==> src/rtl/seven_segment_pkg.sv <==
// Shared types and constants for the seven-segment display path.
// Segment patterns are active-high in {g,f,e,d,c,b,a} order.
package seven_segment_pkg;

  localparam int NUMBER_OF_SEGMENTS = 8;

  typedef struct packed {
    logic       enable;
    logic       dp;
    logic [3:0] value;
  } digit_t;

  localparam logic [6:0] SEG_0 = 7'h3F;
  localparam logic [6:0] SEG_1 = 7'h06;
  localparam logic [6:0] SEG_2 = 7'h5B;
  localparam logic [6:0] SEG_3 = 7'h4F;
  localparam logic [6:0] SEG_4 = 7'h66;
  localparam logic [6:0] SEG_5 = 7'h6D;
  localparam logic [6:0] SEG_6 = 7'h7D;
  localparam logic [6:0] SEG_7 = 7'h07;
  localparam logic [6:0] SEG_8 = 7'h7F;
  localparam logic [6:0] SEG_9 = 7'h6F;
  localparam logic [6:0] SEG_A = 7'h77;
  localparam logic [6:0] SEG_B = 7'h7C;
  localparam logic [6:0] SEG_C = 7'h39;
  localparam logic [6:0] SEG_D = 7'h5E;
  localparam logic [6:0] SEG_E = 7'h79;
  localparam logic [6:0] SEG_F = 7'h71;

  // Element [v] holds the pattern for hex value v.
  localparam logic [15:0][6:0] SEGMENT_PATTERNS = {
    SEG_F, SEG_E, SEG_D, SEG_C, SEG_B, SEG_A, SEG_9, SEG_8,
    SEG_7, SEG_6, SEG_5, SEG_4, SEG_3, SEG_2, SEG_1, SEG_0
  };

endpackage

==> src/rtl/seven_segment_decoder.sv <==
// Hex value plus decimal point to an active-high {dp,g,f,e,d,c,b,a} pattern.
module seven_segment_decoder
  import seven_segment_pkg::*;
(
  input  logic [3:0]                    value,
  input  logic                          dp,
  output logic [NUMBER_OF_SEGMENTS-1:0] pattern
);

  assign pattern = {dp, SEGMENT_PATTERNS[value]};

endmodule

==> src/rtl/seven_segment_scanner.sv <==
// Multiplexed N-digit seven-segment driver: internal scan prescaler, per-slot
// PWM brightness, per-digit blink and selectable drive polarity.
module seven_segment_scanner
  import seven_segment_pkg::*;
#(
  parameter int   NUMBER_OF_DIGITS = 6,
  parameter logic CATHODE_COMMON   = 1'b0,
  parameter int   PRESCALE         = 1000,
  parameter int   BRIGHTNESS_BITS  = 4,
  parameter int   BLINK_FRAMES     = 64
) (
  input  logic                          clock,
  input  logic                          reset,
  input  digit_t                        digits [0:NUMBER_OF_DIGITS-1],
  input  logic [NUMBER_OF_DIGITS-1:0]   blink_mask,
  input  logic [BRIGHTNESS_BITS-1:0]    brightness,
  output logic [NUMBER_OF_SEGMENTS-1:0] segment_out,
  output logic [NUMBER_OF_DIGITS-1:0]   digit_selector_out,
  output logic                          frame_done
);

  localparam int PW = (PRESCALE > 1) ? $clog2(PRESCALE) : 1;
  localparam int IW = (NUMBER_OF_DIGITS > 1) ? $clog2(NUMBER_OF_DIGITS) : 1;
  localparam int BW = (BLINK_FRAMES > 1) ? $clog2(BLINK_FRAMES) : 1;

  // Idle levels; XOR with these converts active-high to the drive polarity.
  localparam logic [NUMBER_OF_SEGMENTS-1:0] SEG_IDLE = {NUMBER_OF_SEGMENTS{~CATHODE_COMMON}};
  localparam logic [NUMBER_OF_DIGITS-1:0]   SEL_IDLE = {NUMBER_OF_DIGITS{CATHODE_COMMON}};

  logic [PW-1:0]              pre;
  logic [BRIGHTNESS_BITS-1:0] step;
  logic [IW-1:0]              index;
  logic [BW-1:0]              blink_cnt;
  logic                       blink_phase;
  logic                       frame_pending;

  logic [NUMBER_OF_SEGMENTS-1:0] lat_pattern;
  logic                          lat_enable;
  logic                          lat_blink;
  logic [BRIGHTNESS_BITS-1:0]    lat_brightness;

  logic pre_wrap, step_wrap, index_wrap, blink_wrap, slot_start;
  assign pre_wrap   = (pre == PW'(PRESCALE - 1));
  assign step_wrap  = pre_wrap && (step == '1);
  assign index_wrap = step_wrap && (index == IW'(NUMBER_OF_DIGITS - 1));
  assign blink_wrap = index_wrap && (blink_cnt == BW'(BLINK_FRAMES - 1));
  assign slot_start = (pre == '0) && (step == '0);

  digit_t                        live_digit;
  logic [NUMBER_OF_SEGMENTS-1:0] live_pattern;
  assign live_digit = digits[index];

  seven_segment_decoder u_decoder (
    .value   (live_digit.value),
    .dp      (live_digit.dp),
    .pattern (live_pattern)
  );

  // At slot start the freshly sampled inputs drive this cycle's output and
  // are captured; for the rest of the slot only the captured copy is used.
  logic [NUMBER_OF_SEGMENTS-1:0] eff_pattern;
  logic                          eff_enable;
  logic                          eff_blink;
  logic [BRIGHTNESS_BITS-1:0]    eff_brightness;
  logic                          lit;
  logic [NUMBER_OF_DIGITS-1:0]   one_hot;

  always_comb begin
    eff_pattern    = lat_pattern;
    eff_enable     = lat_enable;
    eff_blink      = lat_blink;
    eff_brightness = lat_brightness;
    if (slot_start) begin
      eff_pattern    = live_pattern;
      eff_enable     = live_digit.enable;
      eff_blink      = blink_mask[index];
      eff_brightness = brightness;
    end
    lit = eff_enable && (step < eff_brightness) && !(eff_blink && blink_phase);
    for (int i = 0; i < NUMBER_OF_DIGITS; i++) begin
      one_hot[i] = (index == IW'(i));
    end
  end

  always_ff @(posedge clock) begin
    if (reset) begin
      pre                <= '0;
      step               <= '0;
      index              <= '0;
      blink_cnt          <= '0;
      blink_phase        <= 1'b0;
      frame_pending      <= 1'b0;
      lat_pattern        <= '0;
      lat_enable         <= 1'b0;
      lat_blink          <= 1'b0;
      lat_brightness     <= '0;
      segment_out        <= SEG_IDLE;
      digit_selector_out <= SEL_IDLE;
      frame_done         <= 1'b0;
    end else begin
      pre <= pre_wrap ? '0 : pre + PW'(1);
      if (pre_wrap) step <= step + BRIGHTNESS_BITS'(1);
      if (step_wrap) index <= (index == IW'(NUMBER_OF_DIGITS - 1)) ? '0 : index + IW'(1);
      if (index_wrap) blink_cnt <= blink_wrap ? '0 : blink_cnt + BW'(1);
      if (blink_wrap) blink_phase <= ~blink_phase;

      lat_pattern    <= eff_pattern;
      lat_enable     <= eff_enable;
      lat_blink      <= eff_blink;
      lat_brightness <= eff_brightness;

      segment_out        <= lit ? (eff_pattern ^ SEG_IDLE) : SEG_IDLE;
      digit_selector_out <= lit ? (one_hot ^ SEL_IDLE) : SEL_IDLE;
      // Two-stage delay puts the pulse on the first output cycle of digit 0.
      frame_pending <= index_wrap;
      frame_done    <= frame_pending;
    end
  end

endmodule

==> config.mk <==
export PLATFORM = sky130hd
export DESIGN_NAME = seven_segment_scanner
export DESIGN_NICKNAME = d
export VERILOG_FILES = /design/src/rtl/seven_segment_pkg.sv /design/src/rtl/seven_segment_decoder.sv /design/src/rtl/seven_segment_scanner.sv
export SDC_FILE = /design/constraint.sdc
export NUM_CORES = 1
export LEC_CHECK = 0
export ABC_AREA = 1
export ABC_CLOCK_PERIOD_IN_PS = 2800
export BUFFER_PORTS_ARGS = -buffer_cell sky130_fd_sc_hd__clkbuf_2
export CORE_MARGIN = 1
export CORE_UTILIZATION = 45
export DETAILED_ROUTE_END_ITERATION = 12
export PLACE_DENSITY = 0.68
export REMOVE_ABC_BUFFERS = 1
export SLEW_MARGIN = 0
export SYNTH_ARGS = -nofsm -noshare
export SYNTH_HDL_FRONTEND = slang
export SYNTH_SLANG_ARGS = --single-unit
==> constraint.sdc <==
create_clock -name clock -period 2.8 [get_ports clock]
set_input_delay 0.28 -clock clock [delete_from_list [all_inputs] [get_ports clock]]
set_output_delay 0.28 -clock clock [all_outputs]
set_load 0.005 [all_outputs]
# After elaboration in Yosys (flattened, before gate mapping)
# Memory sizes are Yosys's and may differ from the RTL's.
# Cells that the tools add are included.
# op_classes
n_addsub,4
n_lt_le_gt_ge,4
n_eq_ne,8
mux,12
n_bitwise,4
reduce_logical,13
# ops
cell,n
binary-select mux 6 bit (select 3 bit),1
2-to-1 mux 6 bit,3
adder 10 x 1 -> 10 bit (second input constant),1
== test 10 bit (second input constant),1
logical NOT 10 bit,1
2-to-1 mux 8 bit,1
inverter 8 bit,1
logical AND 1 bit,7
2-to-1 mux 7 bit,1
adder 6 x 1 -> 6 bit (second input constant),1
== test 3 x 2 -> 1 bit (second input constant),2
== test 3 bit (second input constant),2
== test 6 bit (second input constant),1
less-than comparator 4 x 5 -> 1 bit (second input constant),1
adder 4 x 1 -> 4 bit (second input constant),1
== test 4 bit (second input constant),1
>= comparator 4 bit (second input constant),1
logical NOT 4 bit,1
less-than comparator 3 x 4 -> 1 bit (second input constant),1
less-than comparator 4 bit,1
2-to-1 mux 4 bit,1
inverter 3 -> 4 bit,1
OR reduction 2 bit,2
adder 3 x 1 -> 3 bit (second input constant),1
7 further kinds,10
# word_totals
reg_bits,54
mem_bits_ro,112
in_bits,48
out_inout_bits,15
elab_cells,59
n_memories,1
# mem_list
name,depth,word_bits,rd,rd_ports_with_merged_regs,write_ports,line_no,rtl
(no name shown),16,7,1,0,0,seven_segment_decoder.sv:10,"assign pattern = {dp, SEGMENT_PATTERNS[value]};"

# Logic depth before layout (Yosys ltp)
# Gate-level depths: netlist (run 1).
# logic_depth
ltp_word,9
mapped_depth,17
ltp_nobuf,15

# Modules after synthesis
# From an unflattened synthesis (run 1), not the netlist that was laid out.
# unflattened
cells_unflattened,422
area_unflattened_um2,3034.2
# by_module_without_submodules
module,instances,cells_each,area_per_inst_um2,seq_area_each_um2
seven_segment_scanner,1,369,2756.4,1081.0
seven_segment_decoder,1,53,277.8,0.0

# Least setup slack after synthesis (run 1)
# No wires, ideal clock.
# synth_path
path_kind,register to register
from,register pre[0]
to,register segment_out[0]
setup_ns,0.120
arrival_time_ns,2.076
required_ns,2.680
setup_slack_ns,0.604
stages_incl_launch_ff,13
n_path_buf,1
synth_period_minus_slack_ns,2.196
cell_sequence,dfxtp_1 -> inv_1 -> ha_1 -> nand3_1 -> nor2_2 -> nand2_4 -> buf_2 -> mux2i_1 -> ha_1 -> a21oi_1 -> nand3_2 -> nor2_4 -> nand2_1
# synth_via
elab_chain_cells,8
elab_cells_between_ends,14
classes_between,order compare: 1; mux: 4; bitwise: 2; reduce/logical: 7
# synth_rtl
element,line_no,rtl
"start, declared",seven_segment_scanner.sv:30,logic [PW-1:0] pre;
"start signal, assigned",seven_segment_scanner.sv:101,pre <= pre_wrap ? '0 : pre + PW'(1);
logical NOT 10 bit *,seven_segment_scanner.sv:47,assign slot_start = (pre == '0) && (step == '0);
logical AND 1 bit *,seven_segment_scanner.sv:47,
2-to-1 mux 4 bit or 2-to-1 mux 1 bit (tied branches),seven_segment_scanner.sv:73,if (slot_start) begin
less-than comparator 4 bit or logical AND 1 bit (tied branches),seven_segment_scanner.sv:79,lit = eff_enable && (step < eff_brightness) && !(eff_blink && blink_phase);
logical AND 1 bit or logical NOT 1 bit (tied branches),seven_segment_scanner.sv:79,
logical AND 1 bit,seven_segment_scanner.sv:79,
inverter 1 bit (no line),--,
OR reduction 2 bit (no line),--,
"end signal, assigned",seven_segment_scanner.sv:112,segment_out <= lit ? (eff_pattern ^ SEG_IDLE) : SEG_IDLE;
"end, declared",seven_segment_scanner.sv:17,"output logic [NUMBER_OF_SEGMENTS-1:0] segment_out,"
# Mark *: on every way between the ends. The rest lies on a longest branch, timed or not.
# A chain may end at the register's enable or synchronous reset.

# Final worst setup path (run 1)
# layout_path
from,register step[0]
to,register digit_selector_out[2]
# layout_via
elab_chain_cells,8
elab_cells_between_ends,12
classes_between,order compare: 1; mux: 3; bitwise: 1; reduce/logical: 7
# layout_rtl
element,line_no,rtl
"start, declared",seven_segment_scanner.sv:31,logic [BRIGHTNESS_BITS-1:0] step;
"start signal, assigned",seven_segment_scanner.sv:102,if (pre_wrap) step <= step + BRIGHTNESS_BITS'(1);
logical NOT 4 bit,seven_segment_scanner.sv:47,
logical AND 1 bit,seven_segment_scanner.sv:47,
2-to-1 mux 4 bit or 2-to-1 mux 1 bit (tied branches),seven_segment_scanner.sv:73,
less-than comparator 4 bit or logical AND 1 bit (tied branches),seven_segment_scanner.sv:79,
logical AND 1 bit or logical NOT 1 bit (tied branches),seven_segment_scanner.sv:79,
logical AND 1 bit *,seven_segment_scanner.sv:79,
inverter 1 bit (no line) *,--,
OR reduction 2 bit (no line) *,--,
"end signal, assigned",seven_segment_scanner.sv:113,digit_selector_out <= lit ? (one_hot ^ SEL_IDLE) : SEL_IDLE;
"end, declared",seven_segment_scanner.sv:18,"output logic [NUMBER_OF_DIGITS-1:0] digit_selector_out,"
# Marked as above.

==> impl_summary.md, run 1 <==
Floorplanning
The die is 83.49 µm wide. Row generation in the floorplan step produced 29 rows. The floorplan step defined a core boundary enclosing 6386 µm². The initial utilization of the core area, before any placement, comes to 46.79%. The die covers 6970 µm². The die height is 83.49 µm. The boundary pin count is 63.

Placement
The placer's final routability congestion estimate is 0.8723. The HPWL after detailed placement is 5064 µm. Buffers placed on the I/O ports in this run total 62.

The post-place instance area is 3336 µm².

Global routing
The via count of the first global-routing pass was 2642. The maximum number of pins on one net before global-route repair is 30. After global routing the overflow that remains totals 0. The first global-routing pass estimated 11580 µm of wire.

Global routing consumed, over all layers together, 20.33% of the routing resources. The initial antenna violation count came to 0.

Yosys
After technology mapping, the gate count stands at 442. Yosys mapped the design onto 35 distinct sky130hd cell types. The Yosys warning count is 0. The post-synthesis sequential element count is 54. The share of synthesized area occupied by flip-flops and latches is 36.18%. The most used flip-flop cell after synthesis is dfxtp_1.

For this run, asynchronously set or reset flops after synthesis account for 0%. In this run, synthesis inferred 0 flip-flops with an integrated enable. A synthesized cell averages 6.760 µm². The cell area that synthesis handed to floorplanning was 2988 µm².

Power and ir drop
Net switching is 26.18% of the power. The largest voltage drop on the vdd net is 0.3230 mV. The leakage power is 1.675 nW. Combinational logic is responsible for 15.4% of the overall power. Sequential cells burn 51.7% of the power. The clock share of power is 32.9%. Internal power comes to 1.173 mW. The power per standard cell area is 460.5 nW/µm². The net load switching power is 415.9 µW.

Clocking
The clock transition time at the flip-flop clock pins of the worst setup and hold paths is 0.10 ns. Clock tree synthesis selected as its root buffer the cell clkbuf_8. The setup fix buffers added after clock tree synthesis is 0. The clock insertion delay at the later pin of the skew report is 0.31 ns. Gates resized during post-CTS repair numbered 0. The count of hold buffers inserted by post-cts repair is 0. In this run, CTS created clock tree buffers numbering 5.

In this run the number of H-tree levels came out at 2. The maximum number of buffers from clock root to sink is 2. TritonCTS built the clock tree. The clock sink count is 54.

Critical path
STA classifies the critical path startpoint as a flop. The element type at the critical path end is a flop. STA puts the critical path data required time at 3.05 ns.

The arrival time at the worst endpoint is 2.57 ns. The worst setup slack for register-to-register paths is 0.48 ns. Along the worst path, the maximum fanout reaches 17.

The critical path in this run is classified as reg -> reg.

Timing
Headroom to the max-slew limit came out at 53.99%. Setup total negative slack on the finished layout was measured at 0 ns. The final number of hold-violating endpoints was 0.

The number of max-slew violations in the final report was 0. Setup repair after global routing left no endpoint under its margin. The final setup violation count is 0. Static timing analysis puts the maximum clock frequency at 0.4309 GHz. For the pin with the worst max-slew slack, the measured transition is 0.6902 ns. The minimum clock period after layout is 2.321 ns.

The period utilization is 82.89%. Across the routed clock network, the largest skew measured is 0.005933 ns.

Route
The residual antenna-violating net count after detailed routing is 0. The routed design uses 290 µm of met3 wire. The mean number of vias per cell is 4.881.

The average routed wire per standard cell is 11.55 µm. After detailed routing, the met2 layer carries 3235 µm of wire. After detailed routing, the number of remaining DRC violations is 0. The final route contains 2836 vias.

Signal routing reaches up to met4. Before antenna repair, the detailed router went through 5 iterations. The final layout contains routed wiring with a total length of 6708 µm. The detailed router put a total of 3112 µm of wire on met1. For this block, the initial DRC count from the detailed router was 135.

Run status
The flow ran to the end, and the final reports show no timing, DRC or antenna violations.

Finish
For this run, the post-layout net count is 565. With fillers left out, the area of the finished cells amounts to 3450 µm². Of the cells placed in the final design, the portion with a size suffix greater than 1 is 18.65%.

The count of inserted antenna diode cells is 0. The top cell types in the final layout, fill and taps aside, are nand2_1, clkbuf_2, dfxtp_1, nor2_1, inv_1. The library cell used most frequently in the layout, excluding fill and tap cells, is nand2_1. The relative area change from synthesis to final layout is 15.45%.

Min path
The worst min-delay path category is in -> reg.

Job
The max-cap check violation count is 0.
-- worst max-delay path, stage by stage, from the launching register on --
cell     delay, ns
dfxtp_1       0.36
inv_1         0.10
ha_1          0.21
nand2_1       0.10
nor2_4        0.06
nand2_4       0.19
mux2i_1       0.25
ha_1          0.27
a21oi_1       0.23
nand3_1       0.10
nor2_1        0.11
nand2_1       0.15
nor2_1        0.12
-- logic make-up after synthesis --
| family | synth area share, % |
|---|---|
| AO/OA/AOI/OAI | 7.621 |
| XOR/XNOR | 1.466 |
| adder cells (fa/ha/maj) | 5.863 |
| buffers and inverters | 8.836 |
| flip-flops | 36.18 |
| multiplexers | 1.005 |
| AND/OR/NAND/NOR | 39.03 |
-- metal layers --
metal / track usage, % / up-vias
met2: 35.84 / 59
met4: 4.622 / 0
met5: 0 / -
li1: - / 1514
met3: 4.352 / 8
met1: 25.43 / 1255
-- state kept, by name (all words and copies together) (netlist names), 3 cells and up --
signal / cells
blink_cnt: 6
digit_selector_out: 6
index: 3
lat_brightness: 4
lat_pattern: 8
pre: 10
segment_out: 8
step: 4
-- final cells by class --
type	count	area, µm²
fillers	631	2937
clock inverters	3	45.04
inverters	50	190.2
multi-input cells	328	1643
repair buffers	64	325.3
well taps	77	96.34
flip-flops and latches	54	1081
clock buffers	5	68.82
-- power by group through the flow --
stage                     logic, mW  clock network (mW)  registers, mW
after floorplan               0.155                   0          0.839
after global placement        0.243                   0          0.839
after detailed placement      0.247                   0          0.839
after CTS                     0.248               0.534          0.821
after global routing          0.287               0.569          0.826
final                         0.245               0.523          0.821
-- path summary, 6_finish.rpt --
| check | from | endpoint | cells after the start |
|---|---|---|---|
| setup / recovery | step[0] | digit_selector_out[2] | 12 |
| hold / removal | brightness[3] | lat_brightness[3] | 3 |
| setup reg to reg | step[0] | digit_selector_out[2] | 12 |
| hold reg to reg | frame_pending | frame_done | 2 |
-- synthesized netlist by cell type, types with 4 or more instances --
library cell    n  area share (%)
nand2_2         4            0.84
nor2_4          4             1.5
nor2_1         47             5.9
nand2_1       147              18
ha_1           14             5.9
inv_1          46             5.8
dfxtp_1        54              36
buf_6           4             1.5
nand3_1        31             5.2
o21ai_0         7             1.2
nand4_1         5             1.0
a21oi_1        27             4.5
xor2_1          4             1.2
nor3_1          8             1.3
nor2_2          4            0.84
-- stage by stage --
stage | std cells | util, % | worst slack (ns) | power (mW) | hold slack [ns]
after global routing | 581 | 54.02 | 0.1312 | 1.681 | 0.2287
after CTS | 581 | 54.02 | 0.4452 | 1.604 | 0.2293
final | 581 | 54.02 | 0.4791 | 1.589 | 0.2261
after global placement | 573 | 52.23 | 0.5390 | 1.082 | 0.4197
after floorplan | 432 | - | 0.7467 | 0.9942 | 0.3491
after detailed placement | 573 | 52.23 | 0.4841 | 1.086 | 0.4161
(Power assumes the default switching activity.)
==> run 2: changes to the inputs <==
--- a/config.mk
+++ b/config.mk
@@ -5,13 +5,13 @@
 export SDC_FILE = /design/constraint.sdc
 export NUM_CORES = 1
 export LEC_CHECK = 0
-export ABC_AREA = 1
-export ABC_CLOCK_PERIOD_IN_PS = 2800
+export ABC_AREA = 0
+export ABC_CLOCK_PERIOD_IN_PS = 2300
 export BUFFER_PORTS_ARGS = -buffer_cell sky130_fd_sc_hd__clkbuf_2
 export CORE_MARGIN = 1
 export CORE_UTILIZATION = 45
 export DETAILED_ROUTE_END_ITERATION = 12
-export PLACE_DENSITY = 0.68
+export PLACE_DENSITY = 0.69
 export REMOVE_ABC_BUFFERS = 1
 export SLEW_MARGIN = 0
 export SYNTH_ARGS = -nofsm -noshare
==> constraint.sdc (replaced) <==
create_clock -name clock -period 2.3 [get_ports clock]
set_input_delay 0.23 -clock clock [delete_from_list [all_inputs] [get_ports clock]]
set_output_delay 0.23 -clock clock [all_outputs]
set_load 0.005 [all_outputs]
==> run 2 against run 1 <==
  * The flow now finishes with violations (setup timing)
  * Global-route usage rose by 2.6 points
  * Non-clock buffer count rose by 53
  * Clock skew rose by 0.00095 ns
  * Maximum frequency fell by 14%
  * Count of clock-buffer cells in the layout did not move
  * Register-to-register slack got worse by 0.89 ns
  * Routed wire length rose by 2.3%
  * Combinational power rose by 77%
  * Total power rose by 25%
  * Die area fell by 8.2%
  * Design area rose by 9.0%
  * Highest routed layer unchanged
==> impl_summary.md, run 2 <==
Run status
The run finished, with violations left. The final reports fail on setup timing.

Timing
Setup violations remaining at the end of the flow were counted as 15. The final number of hold-violating endpoints was 0. The relative max-transition margin is 62.03%.

The actual transition at the worst max-transition pin is 0.5636 ns. In the finished design, the share of the clock period the worst path needs comes to 117.7%. The clock skew is 0.006884 ns.

Setup slack on the critical path of the routed design comes to -0.4066 ns. The smallest clock period supported by the final layout is computed as 2.707 ns. The maximum frequency from static timing analysis is 0.3695 GHz. Setup repair after global routing could not meet its margin everywhere.

The number of max-slew violations in the final report is 0.

Global routing
The global-route layer with the greatest usage is met2. Entering global routing, the biggest net connects 26 pins. For this run the aggregate overflow at the end of global routing stands at 0. For this run, global-route usage on met1 was measured as 28.57%. The global router's overall resource usage is 22.94%. The routing usage on met2 is 40.34%.

The first-pass GRT wire length is 11250 µm. The initial antenna violation count is 0. For met3 alone, demand over resource in global routing was 3.771%. The via count of the first global-routing pass was 2423.

Critical path
Counting both buffers and inverters, the worst setup path holds a total of 3. The worst setup path is of the reg -> reg kind. The cell family contributing the most delay on the critical path is simple AND/OR/NAND/NOR gates. The data required time of the worst path is 2.50 ns.

The arrival time at the worst endpoint is 2.91 ns. Along the worst path, the maximum fanout reaches 4. The critical path goes through inv_2 > ha_4 > nor4b_4 > and3_4 > mux2i_4 > ha_4 > a21o_1 > a21o_1 > a221o_1 > buf_6 > nor2_4 > buf_4 > nand3_2.

The worst setup path is captured at a flop. Among all stages on the critical path, the largest delay is contributed by dfxtp_2. For this run, the slowest stage of the critical path takes 0.33 ns.

The kind of launch point of the worst setup path is a flop.

Route
The detailed-router iteration count before antenna repair is 5. The residual antenna-violating net count after detailed routing is 0. Wires add up to 6860 µm.

In this run, the number of DRC markers left after iteration 0 of detailed routing was 83. The routed layout has 2514 vias. The detailed-route DRC error count is 0.

The average routed wire per standard cell is 14.14 µm. The mean number of vias per cell is 5.184.

Finish
The register bank with the most flops is pre. The post-layout utilization of the core is 63.88%. The count of inserted antenna diode cells is 0. Leaving out fill and tap cells, the most frequent cell in the layout is clkbuf_2. In the final layout, the registers with the most flip-flops are pre: 10 flops, lat_pattern: 8 flops, segment_out: 8 flops. In the layout the commonest cells are clkbuf_2, buf_4, dfxtp_1, nor2_1, nand2_1. The post-layout instance count excluding filler cells is 485. The register with the most flip-flops in the layout has 10 of them. The fraction of final layout cells sized beyond drive strength 1 is 41.71%.

The net count of the finished layout is 471. Compared with the post-synthesis result, the final layout area differs by 37.34%.

Floorplanning
The effective utilization at floorplan is 46.51%. The core region is 5886 µm². The die height is 80.00 µm. The die span in x is 80.00 µm. In this run the core area contains 28 standard-cell rows. The die covers 6399 µm². For this design the top-level I/O count stands at 63.

Clocking
The TritonCTS clock tree is built. The clock sink count is 54. In this run the deepest clock path goes through 2 buffers. The count of hold buffers inserted by post-cts repair is 0.

The clock buffer count from CTS is 5. The clock insertion delay at the later pin of the skew report is 0.31 ns. The clock tree synthesis step divided the H-tree into 2 levels.

After clock tree synthesis, the clock-pin slew on the worst setup and hold paths is 0.10 ns. The clock tree root buffer cell is clkbuf_8.

Yosys
The cell area after synthesis is 2738 µm². Summed over all instances, the cell type with the most area after synthesis is dfxtp_1. For this run, the register share of the synthesized area comes to 39.49%.

The most used flip-flop cell after synthesis is dfxtp_1. The gate count of the mapped netlist is 298. The post-synthesis share of cell area spent on and, or, nand and nor gates is 23.95%.

The fraction of post-synthesis cell area in the top cell type by area is 39.49%. Averaged over all synthesized cells, the footprint is 9.187 µm². In this run, synthesis inferred 0 flip-flops with an integrated enable.

Counting flops and latches in the post-synthesis netlist gives 54. The Yosys warning count is 0. Measured against the total synthesized area, the mux share comes to 10.83%. The area fraction in compound gates after synthesis is 10.24%. The async set or reset register ratio after synthesis is 0%. By area the synthesized netlist is led by dfxtp_1, ha_1, nor2_1.

The number of distinct library cell variants in the gate-level netlist after synthesis is 54. The fraction of the mapped netlist area in adder cells is 6.399%. By area, the combinational part of the netlist is dominated by simple AND/OR/NAND/NOR gates.

The library cell with the highest instance count after synthesis is dfxtp_1. After Yosys synthesis, XOR and XNOR cells account for 5.119% of the synthesized area. The commonest cells after synthesis are dfxtp_1, nor2_1, nand2_1.

Job
Max-cap violations in this run came to 0.

Placement
At the end of routability-driven placement, the weighted congestion stood at 0.9157. Including well taps, the total number of placed cells is 471. The setup slack at placement is -0.4919 ns. Detailed placement ended at an HPWL of 5155 µm. The number of buffers inserted by port buffering is 62.

Power and ir drop
IR analysis of the VDD net gives a maximum drop of 0.3048 mV. The power per standard cell area is 528.0 nW/µm². The leakage power is 1.670 nW.

Min path
The worst hold path belongs to the class in -> reg.
## run 2: cell count changes in the layout (fill, tap and decap cells not counted), sizes merged, moves of 7 or more
| cell | before | now |
|---|---|---|
| and3 | 1 | 8 |
| nor2 | 55 | 42 |
| xnor2 | 1 | 10 |
| inv | 50 | 15 |
| buf | 2 | 55 |
| a21oi | 29 | 7 |
| mux2 | 0 | 7 |
| nand3 | 33 | 13 |
| nand2 | 152 | 19 |
| mux2i | 3 | 15 |
## run 2: tightest hold or removal path, delay by kind of cell
kind	cells	cell delay, ns
buffers and inverters	1	0.09
multiplexers	1	0.08
AND/OR/NAND/NOR	1	0.08
## run 2: final cells by class
class | count | area, µm²
fill | 528 | 2126
multi-input combinational | 217 | 1684
sequential | 54 | 1089
timing repair buffer | 117 | 747.0
clock buffer | 5 | 68.82
clock inverter | 3 | 25.02
inverter | 14 | 52.55
tap | 75 | 93.84
## run 2: where the power goes
part | internal [mW] | total (mW) | switching [mW]
clock network | 0.220 | 0.546 | 0.326
registers | 0.987 | 1.00 | 0.0175
logic | 0.226 | 0.434 | 0.208
total | 1.43 | 1.99 | 0.552
## run 2: worst paths after layout
| check | from | end | slack, ns | cells after the start |
|---|---|---|---|---|
| hold / removal | brightness[3] | lat_brightness[3] | 0.20 | 3 |
| setup reg to reg | step[1] | segment_out[1] | -0.41 | 13 |
| hold reg to reg | frame_pending | frame_done | 0.45 | 1 |
| setup / recovery | step[1] | segment_out[1] | -0.41 | 13 |
## run 2: kinds of logic (layout without fill, tap and decap cells)
family,Yosys count,count (layout)
buffers and inverters,27,139
DFF,54,54
muxes,25,25
adders and majority gates,14,14
AOI/OAI and AO/OA,39,39
xor gates and xnor gates,16,16
and+or+nand+nor,123,123
## run 2: repair_timing
item | in CTS | in global routing
setup buffers | 2 | 4
setup endpoints to repair | 17 | 17
gates resized for setup | 23 | 15
pin swaps | 8 | 7
## run 2: per-layer routing
layer  share of wire, %  routed length, µm
met4                1.7                115
met2                 49               3333
met3                4.6                318
met1                 45               3092
met5                  0                  0
## run 2: metrics by stage
step                      TNS, ns  power, mW  cell area (µm²)  hold slack, ns
after floorplan            -9.717      1.204             2681          0.2991
after global placement     -4.605      1.377             3466          0.4231
after detailed placement   -5.331      1.387             3466          0.4304
after CTS                  -4.967      1.970             3666          0.1873
after global routing       -6.304      2.097             3760          0.1919
final                      -5.109      1.985             3760          0.1975
